[src/rtl/signed_bcd_entry_if.sv]
// signed_bcd_entry_if: start/done handshake and data bus for the BCD entry
// converter. The master side requests conversions; the converter is the slave.
interface signed_bcd_entry_if #(
   parameter int DIGITS   = 7,
   parameter int MAG_BITS = 24
);
   logic                  START;
   logic [DIGITS*4-1:0]   BCD_IN;
   logic                  NEG_IN;
   logic                  BUSY;
   logic                  DONE;
   logic                  ERROR;
   logic [MAG_BITS:0]     SIGNED_INT_OUT;

   modport master (
      output START, BCD_IN, NEG_IN,
      input  BUSY, DONE, ERROR, SIGNED_INT_OUT
   );

   modport slave (
      input  START, BCD_IN, NEG_IN,
      output BUSY, DONE, ERROR, SIGNED_INT_OUT
   );
endinterface

[src/rtl/signed_bcd_entry.sv]
// signed_bcd_entry: iterative BCD-to-binary converter, one magnitude bit per
// clock (reverse double-dabble). Output is {sign, magnitude}.
// Optional macro NEG_ZERO_CLEAR_EN: when defined, a zero magnitude result
// always carries a cleared sign bit; otherwise the entered sign passes through.
module signed_bcd_entry #(
   parameter int DIGITS   = 7,
   parameter int MAG_BITS = 24
) (
   input  logic              CLK,
   input  logic              RST,
   signed_bcd_entry_if.slave bus
);
   localparam int BCD_BITS = DIGITS * 4;

   typedef enum logic [1:0] {IDLE, CHECK, SHIFT} state_t;

   state_t               state, state_nxt;
   logic [BCD_BITS-1:0]  bcd_q, bcd_shr, bcd_adj;
   logic [MAG_BITS-1:0]  bin_q, bin_shr;
   logic                 sign_q, sign_res;
   logic [4:0]           cnt_q;
   logic                 busy_q, done_q, error_q;
   logic [MAG_BITS:0]    out_q;
   logic [DIGITS-1:0]    dig_bad;
   logic                 bad_digit, last_iter;

   // One right shift of {bcd, bin}; the bcd low bit moves into the bin MSB.
   assign bcd_shr = {1'b0, bcd_q[BCD_BITS-1:1]};
   assign bin_shr = {bcd_q[0], bin_q[MAG_BITS-1:1]};

   // Per-digit correction after the shift, and per-digit range check.
   for (genvar i = 0; i < DIGITS; i++) begin : g_dig
      assign bcd_adj[4*i +: 4] = (bcd_shr[4*i +: 4] >= 4'd8) ? bcd_shr[4*i +: 4] - 4'd3
                                                              : bcd_shr[4*i +: 4];
      assign dig_bad[i] = (bcd_q[4*i +: 4] > 4'd9);
   end

   assign bad_digit = |dig_bad;
   assign last_iter = (cnt_q == 5'(MAG_BITS - 1));

`ifdef NEG_ZERO_CLEAR_EN
   assign sign_res = sign_q & (|bin_shr);
`else
   assign sign_res = sign_q;
`endif

   // State register; reset aborts any conversion in flight.
   always_ff @(posedge CLK) begin
      if (RST) state <= IDLE;
      else     state <= state_nxt;
   end

   // Next-state decode.
   always_comb begin
      state_nxt = state;
      case (state)
         IDLE:    if (bus.START) state_nxt = CHECK;
         CHECK:   state_nxt = bad_digit ? IDLE : SHIFT;
         SHIFT:   if (last_iter) state_nxt = IDLE;
         default: state_nxt = IDLE;
      endcase
   end

   // Datapath and handshake registers; DONE defaults low so it is a single pulse.
   always_ff @(posedge CLK) begin
      if (RST) begin
         bcd_q   <= '0;
         bin_q   <= '0;
         sign_q  <= 1'b0;
         cnt_q   <= '0;
         busy_q  <= 1'b0;
         done_q  <= 1'b0;
         error_q <= 1'b0;
         out_q   <= '0;
      end else begin
         done_q <= 1'b0;
         case (state)
            IDLE: begin
               if (bus.START) begin
                  bcd_q   <= bus.BCD_IN;
                  sign_q  <= bus.NEG_IN;
                  bin_q   <= '0;
                  error_q <= 1'b0;
                  busy_q  <= 1'b1;
               end
            end
            CHECK: begin
               if (bad_digit) begin
                  out_q   <= '0;
                  error_q <= 1'b1;
                  done_q  <= 1'b1;
                  busy_q  <= 1'b0;
               end else begin
                  cnt_q <= '0;
               end
            end
            SHIFT: begin
               bcd_q <= bcd_adj;
               bin_q <= bin_shr;
               if (last_iter) begin
                  out_q  <= {sign_res, bin_shr};
                  done_q <= 1'b1;
                  busy_q <= 1'b0;
               end else begin
                  cnt_q <= cnt_q + 5'd1;
               end
            end
            default: ;
         endcase
      end
   end

   assign bus.BUSY           = busy_q;
   assign bus.DONE           = done_q;
   assign bus.ERROR          = error_q;
   assign bus.SIGNED_INT_OUT = out_q;
endmodule

[src/flat_wrapper.sv]
// flat-port wrapper written by rule: the top's interface ports become plain ports
module signed_bcd_entry_flat 
#(
   parameter int DIGITS   = 7,
   parameter int MAG_BITS = 24
)
  (CLK, RST, bus_START, bus_BCD_IN, bus_NEG_IN, bus_BUSY, bus_DONE, bus_ERROR, bus_SIGNED_INT_OUT);
  signed_bcd_entry_if #(.DIGITS(DIGITS), .MAG_BITS(MAG_BITS)) bus_i ();
  input  logic CLK;
  input  logic RST;
  input wire logic [$bits(bus_i.START)-1:0] bus_START;
  input wire logic [$bits(bus_i.BCD_IN)-1:0] bus_BCD_IN;
  input wire logic [$bits(bus_i.NEG_IN)-1:0] bus_NEG_IN;
  output wire logic [$bits(bus_i.BUSY)-1:0] bus_BUSY;
  output wire logic [$bits(bus_i.DONE)-1:0] bus_DONE;
  output wire logic [$bits(bus_i.ERROR)-1:0] bus_ERROR;
  output wire logic [$bits(bus_i.SIGNED_INT_OUT)-1:0] bus_SIGNED_INT_OUT;
  assign bus_i.START = bus_START;
  assign bus_i.BCD_IN = bus_BCD_IN;
  assign bus_i.NEG_IN = bus_NEG_IN;
  assign bus_BUSY = bus_i.BUSY;
  assign bus_DONE = bus_i.DONE;
  assign bus_ERROR = bus_i.ERROR;
  assign bus_SIGNED_INT_OUT = bus_i.SIGNED_INT_OUT;
  signed_bcd_entry #(.DIGITS(DIGITS), .MAG_BITS(MAG_BITS)) u_core (.CLK(CLK), .RST(RST), .bus(bus_i));
endmodule
[config.mk]
export PLATFORM = sky130hd
export DESIGN_NAME = signed_bcd_entry_flat
export DESIGN_NICKNAME = d
export VERILOG_FILES = /design/src/rtl/signed_bcd_entry_if.sv /design/src/rtl/signed_bcd_entry.sv /design/src/flat_wrapper.sv
export SDC_FILE = /design/constraint.sdc
export NUM_CORES = 1
export LEC_CHECK = 0
export CAP_MARGIN = 15
export CORE_UTILIZATION = 50
export DETAILED_ROUTE_END_ITERATION = 8
export HOLD_SLACK_MARGIN = 0.12
export PLACE_DENSITY = 0.86
export REMOVE_ABC_BUFFERS = 1
export SYNTH_ARGS = -nofsm -noshare
export SYNTH_HDL_FRONTEND = slang
export SYNTH_SLANG_ARGS = --single-unit
[constraint.sdc]
create_clock -name CLK -period 2.2 [get_ports CLK]
set_input_delay 0.44 -clock CLK [delete_from_list [all_inputs] [get_ports CLK]]
set_output_delay 0.44 -clock CLK [all_outputs]
set_load 0.01 [all_outputs]
**Yosys cells after proc, flatten, opt, wreduce, memory -nomap -nowiden**

Cells that the tools add are included.

- $add $sub $neg: 8
- Magnitude comparators: 14
- Eq/ne operators: 8
- Mux-type cells: 31
- Reductions and logical operators: 13

Operators by type and width:

| kind | count |
|---|---|
| 28-bit one-hot mux with 2 select lines | 1 |
| 25-bit 2-to-1 mux | 2 |
| 25-bit one-hot mux with 2 select lines | 1 |
| 24-bit one-hot mux with 2 select lines | 1 |
| 4-bit greater-than comparator (second input constant) | 7 |
| 28-bit 2-to-1 mux | 1 |
| 4-bit 2-to-1 mux | 7 |
| 4-bit greater-or-equal comparator (second input constant) | 6 |
| 24-bit 2-to-1 mux | 1 |
| 4-bit by 2-bit subtractor with 4-bit output (second input constant) | 6 |
| 5-bit 2-to-1 mux | 2 |
| 5-bit one-hot mux with 2 select lines | 1 |
| 3-bit AND reduction | 3 |
| 1-bit 2-to-1 mux | 7 |
| 7-bit OR reduction | 1 |
| 2-bit 2-to-1 mux | 3 |
| 2-bit != test (second input constant) | 3 |
| 2-bit one-hot mux with 3 select lines | 1 |
| 2-bit AND reduction | 3 |
| 2-bit nonzero test | 3 |
| 5-bit by 1-bit adder with 5-bit output (second input constant) | 1 |
| 5-bit == test (second input constant) | 1 |
| 3-bit by 4-bit greater-or-equal comparator with 1-bit output (second input constant) | 1 |
| 2-bit by 1-bit != test with 1-bit output (second input constant) | 2 |
| other kinds (8) | 9 |

- Register bits: 88
- Input bits: 32
- Output and inout bits: 28
- Word-level logic and storage cells: 83

**Depth between registers and ports, before layout**

- Depth after elaboration: 4
- Gate-level depth with buffers: 9
- Mapped depth without buffers: 7

**Least setup slack after synthesis**

No wires, ideal clock.

- Kind: reg-to-reg
- Start point: register u_core.state[0]
- End point: register u_core.bin_q[1]
- Library setup time: 0.128 ns
- Arrival: 1.634 ns
- Data required time: 2.072 ns
- Path slack: 0.438 ns
- Stages on the path, launching flop included: 9
- Path buffers: 2
- Clock period less this slack: 1.762 ns
- Cell sequence: dfxtp_1 inv_1 ha_1 nor2b_1 or2_2 buf_4 buf_4 a22oi_1 nor2_1

- Longest elaborated chain between the ends: 3
- Elaborated cells on any way between the ends: 6
- Those cells by class: 2 x eq/ne; 1 x mux; 3 x reduce/logical

Ends and longest elaborated chain:

| what | line | text |
|---|---|---|
| start, declared | signed_bcd_entry.sv:17 | `state_t state, state_nxt;` |
| start signal, assigned | signed_bcd_entry.sv:50 | `else state <= state_nxt;` |
| 2-bit == test / 2-bit logical NOT (equally long branches) | signed_bcd_entry.sv:77 | `case (state)` |
| 2-bit nonzero test (no source line) / 2-bit != test (equally long branches) | - |  |
| 2-bit AND reduction (no source line) | - |  |
| end signal, assigned | signed_bcd_entry.sv:99 | `bin_q <= bin_shr;` |
| end, declared | signed_bcd_entry.sv:19 | `logic [MAG_BITS-1:0] bin_q, bin_shr;` |

Parallel ways exist; a longest one is shown, timed or not.
A chain may end at the register's enable or synchronous reset.

**Worst setup path in the final report**

- Start point: register u_core.state[0]
- End point: register u_core.bcd_q[2]

- Longest elaborated chain between the ends: 3
- Elaborated cells on any way between the ends: 6
- Those cells by class: 2 x eq/ne; 1 x mux; 3 x reduce/logical

Ends and longest elaborated chain:

| what | line | text |
|---|---|---|
| 2-bit == test / 2-bit logical NOT (equally long branches) | signed_bcd_entry.sv:77 |  |
| 2-bit nonzero test (no source line) / 2-bit != test (equally long branches) | - |  |
| 2-bit AND reduction (no source line) | - |  |
| end signal, assigned | signed_bcd_entry.sv:80 | `bcd_q <= bus.BCD_IN;` |
| end signal, assigned | signed_bcd_entry.sv:98 | `bcd_q <= bcd_adj;` |
| end, declared | signed_bcd_entry.sv:18 | `logic [BCD_BITS-1:0] bcd_q, bcd_shr, bcd_adj;` |

Parallel ways exist; a longest one is shown, timed or not.

==> impl_metrics.py <==
metrics = {
    "outcome": {
        "outcome": "complete, no violations",
    },
    "pwr": {
        "seqPwrFrac_pct": 45.9,
        "power.total_mw": 3.92,
        "clockPowerShare_pct": 30.7,
        "power.leakage_nw": 1.68,
        "switching_power_mw": 1.23,
        "swShare_pct": 31.3,
        "intPower_mw": 2.70,
        "peakVddDrop_v": 0.000339,
        "power_density_nw_per_um2": 797,
        "combPwrFrac_pct": 23.4,
    },
    "worst_setup_path": {
        "critPathCaptureType": "flop",
        "critical_path_class": "flop to flop",
        "setup.worst_path.end": "u_core.bcd_q[2]$_SDFFE_PP0P_",
        "critPathSlowestCell": "dfxtp_1",
        "worstSetupStartpoint": "u_core.state[0]$_SDFFE_PP0P_",
        "critPathArrivalTime_ns": 2.20,
        "path_cells": "inv_1 -> ha_1 -> nor2b_1 -> or2_2 -> buf_12 -> a211oi_1 -> a21oi_1 -> nor2_1",
        "crit_fanout": 48,
        "cp_data_required_time_ns": 2.49,
        "reg2reg_slack_ns": 0.29,
        "reg2reg_depth": 8,
        "worst_r2r_startpoint": "u_core.state[0]$_SDFFE_PP0P_",
        "rr_endpoint": "u_core.bcd_q[2]$_SDFFE_PP0P_",
        "start_kind": "flop",
        "max_stage_delay_ns": 0.41,
    },
    "logic_synthesis": {
        "synth_cells": 476,
        "synth-seq-cells": 87,
        "yosysTopAreaCellShare_pct": 43.1,
        "synthTopCellsByArea": "dfxtp_1 (43%), a21oi_1 (6.9%), ha_1 (5.3%), nand2_1 (5.0%), nor2_1 (4.5%)",
        "synth_top_area_cell": "dfxtp_1",
        "synthDistinctLibCells": 42,
        "ys_seq_area_share_pct": 43.1,
        "synthFlopType": "dfxtp_1",
        "synth.avg_cell_area_um2": 8.49,
        "async_flop_share_pct": 0,
        "syn_area_um2": 4040,
        "ys_warn_count": 0,
        "synth_edf_count": 0,
    },
    "sta": {
        "fin_crit_ns": 1.91,
        "post-route-period-util_pct": 86.8,
        "hold_viol_final": 0,
        "slew_viol_final": 0,
        "tightestPinTransition_ns": 0.481,
        "setup_ws_ns": 0.290,
        "setup_viol": 0,
        "rsz0062_at_grt": "false",
        "whs_ns": 0.455,
        "max_slew_margin_pct": 67.9,
        "max_clock_freq_mhz": 524,
        "tns_ns": 0,
        "skew_ns": 0.00491,
    },
    "layout": {
        "layout.nets": 574,
        "finalInstanceArea_um2": 4920,
        "regArea_um2": 1740,
        "instances_no_fill": 631,
        "areaGrowthSynthToFinish_pct": 21.9,
        "multi_input_area_um2": 2070,
        "final_common_cell": "dfxtp_1",
        "nFillCells": 653,
        "postLayoutCoreUtil_pct": 63.4,
        "antenna_cells": 0,
        "layout_common_cells": "dfxtp_1 (87), clkdlybuf4s50_1 (58), a21oi_1 (56)",
        "drive_above_1_share_pct": 8.32,
    },
    "route": {
        "drcViolationCount": 0,
        "drt_first_iter_violations": 174,
        "wl_per_cell_um": 14.0,
        "totalWireLength_um": 8810,
        "drt_pre_antenna_iters": 6,
        "num_vias": 3536,
        "viasPerCell": 5.60,
        "ant_nets": 0,
    },
    "global_routing": {
        "grt_first_pass_wirelength_um": 14700,
        "grtUsageMet3_pct": 4.56,
        "top_usage_layer": "met2",
        "grt_pass1_vias": 3285,
        "antenna_found_initial": 0,
        "grt_max_degree": 49,
        "overflow": 0,
        "grt_usage_pct": 21.6,
        "grtUsageMet2_pct": 37.1,
        "grtUsageMet1_pct": 26.1,
    },
    "cts": {
        "htree_num_levels": 3,
        "clockBufferDepth": 2,
        "clkLatencyLatePin_ns": 0.36,
        "clock-sinks": 87,
        "cts_tree": "built",
        "cts_hold_buf": 0,
        "root_buffer": "clkbuf_8",
        "cts_resized": 0,
        "clk_pin_slew_ns": 0.08,
        "post_cts_buffers": 0,
        "cts_buffers": 9,
    },
    "die": {
        "die-area_um2": 8440,
        "pin_count": 60,
        "start_util_pct": 52.0,
        "coreArea_um2": 7770,
        "die_w_um": 91.9,
        "rows": 32,
        "die_height_um": 91.9,
    },
    "worst_hold_path": {
        "hp-class": "flop to flop",
    },
    "placed_design": {
        "placed_cell_area_um2": 4710,
        "portBuffers": 59,
        "gp_congestion": 0.774,
        "placed_cells": 616,
        "dp_hpwl_um": 6000,
        "post-place-ws_ns": 0.196,
    },
    "job": {
        "maxCapViolations": 0,
    },
}
==> cells by family after synthesis <==
group,share of synthesized area [%]
buffers and inverters,5.67
multiplexers,2.51
AND/OR/NAND/NOR,17.5
flip-flops,43.1
AO/OA/AOI/OAI,23.3
adder cells (fa/ha/maj),5.27
XOR/XNOR,2.60
==> how the worst min path moves through the flow <==
stage | start | to | slack (ns) | cells after the start
floorplan | u_core.sign_q$_SDFFE_PP0P_ | u_core.sign_q$_SDFFE_PP0P_ | 0.43 | 2
global placement | u_core.bus.SIGNED_INT_OUT[18]$_SDFFE_PP0P_ | u_core.bus.SIGNED_INT_OUT[18]$_SDFFE_PP0P_ | 0.44 | 2
detailed placement | u_core.bus.SIGNED_INT_OUT[9]$_SDFFE_PP0P_ | u_core.bus.SIGNED_INT_OUT[9]$_SDFFE_PP0P_ | 0.44 | 2
CTS | u_core.bus.SIGNED_INT_OUT[9]$_SDFFE_PP0P_ | u_core.bus.SIGNED_INT_OUT[9]$_SDFFE_PP0P_ | 0.46 | 2
global route | u_core.bus.SIGNED_INT_OUT[4]$_SDFFE_PP0P_ | u_core.bus.SIGNED_INT_OUT[4]$_SDFFE_PP0P_ | 0.47 | 2
finish | u_core.bus.SIGNED_INT_OUT[9]$_SDFFE_PP0P_ | u_core.bus.SIGNED_INT_OUT[9]$_SDFFE_PP0P_ | 0.45 | 2
==> power by group through the flow <==
stage / clock (mW) / sequential (mW) / combinational, mW
after CTS: 1.23 / 1.80 / 0.919
after floorplan: 0 / 1.81 / 0.601
after global routing: 1.30 / 1.82 / 1.01
after detailed placement: 0 / 1.84 / 0.912
after global placement: 0 / 1.83 / 0.876
final: 1.20 / 1.80 / 0.918
==> critical path: cells and delay by family, from the launching register on <==
kind | cells | cell delay, ns
AO/OA/AOI/OAI | 2 | 0.27
adder cells (fa/ha/maj) | 1 | 0.26
buffers and inverters | 2 | 0.29
AND/OR/NAND/NOR | 3 | 0.60
flip-flops | 1 | 0.41
==> Yosys cell counts (all sizes together), types with 2 or more instances <==
master and n:
a22oi 23, clkbuf 18, nor2b 10, xnor2 12, o21ai 18, nand4 2, nand3 32, nor3 3
nand2 54, a211oi 16, inv 17, nor2 48, o211ai 18, buf 16, nand2b 2, mux2i 9
dfxtp 87, ha 17, a21oi 58
==> state kept, by name (all words and copies together), names as in the netlist <==
| register | count |
|---|---|
| u_core.bus.ERROR | 1 |
| u_core.bus.DONE | 1 |
| u_core.state | 2 |
| u_core.sign_q | 1 |
| u_core.bcd_q | 28 |
| u_core.cnt_q | 5 |
| u_core.bus.SIGNED_INT_OUT | 25 |
| u_core.bin_q | 23 |
| u_core.bus.BUSY | 1 |
==> metal layers <==
| metal | part of all wire (%) | vias to the layer above |
|---|---|---|
| met5 | 0 | - |
| met4 | 2.0 | 0 |
| met3 | 4.3 | 15 |
| met2 | 50 | 109 |
| met1 | 44 | 1661 |
| li1 | - | 1751 |
==> cell type report <==
cell class,instances,share of cell area (%)
multi-input combinational,338,42.1
sequential,87,35.4
timing repair buffer,72,14.4
clock buffer,10,2.59
tap,102,2.59
clock inverter,5,1.68
inverter,17,1.30
(Power assumes the default switching activity.)
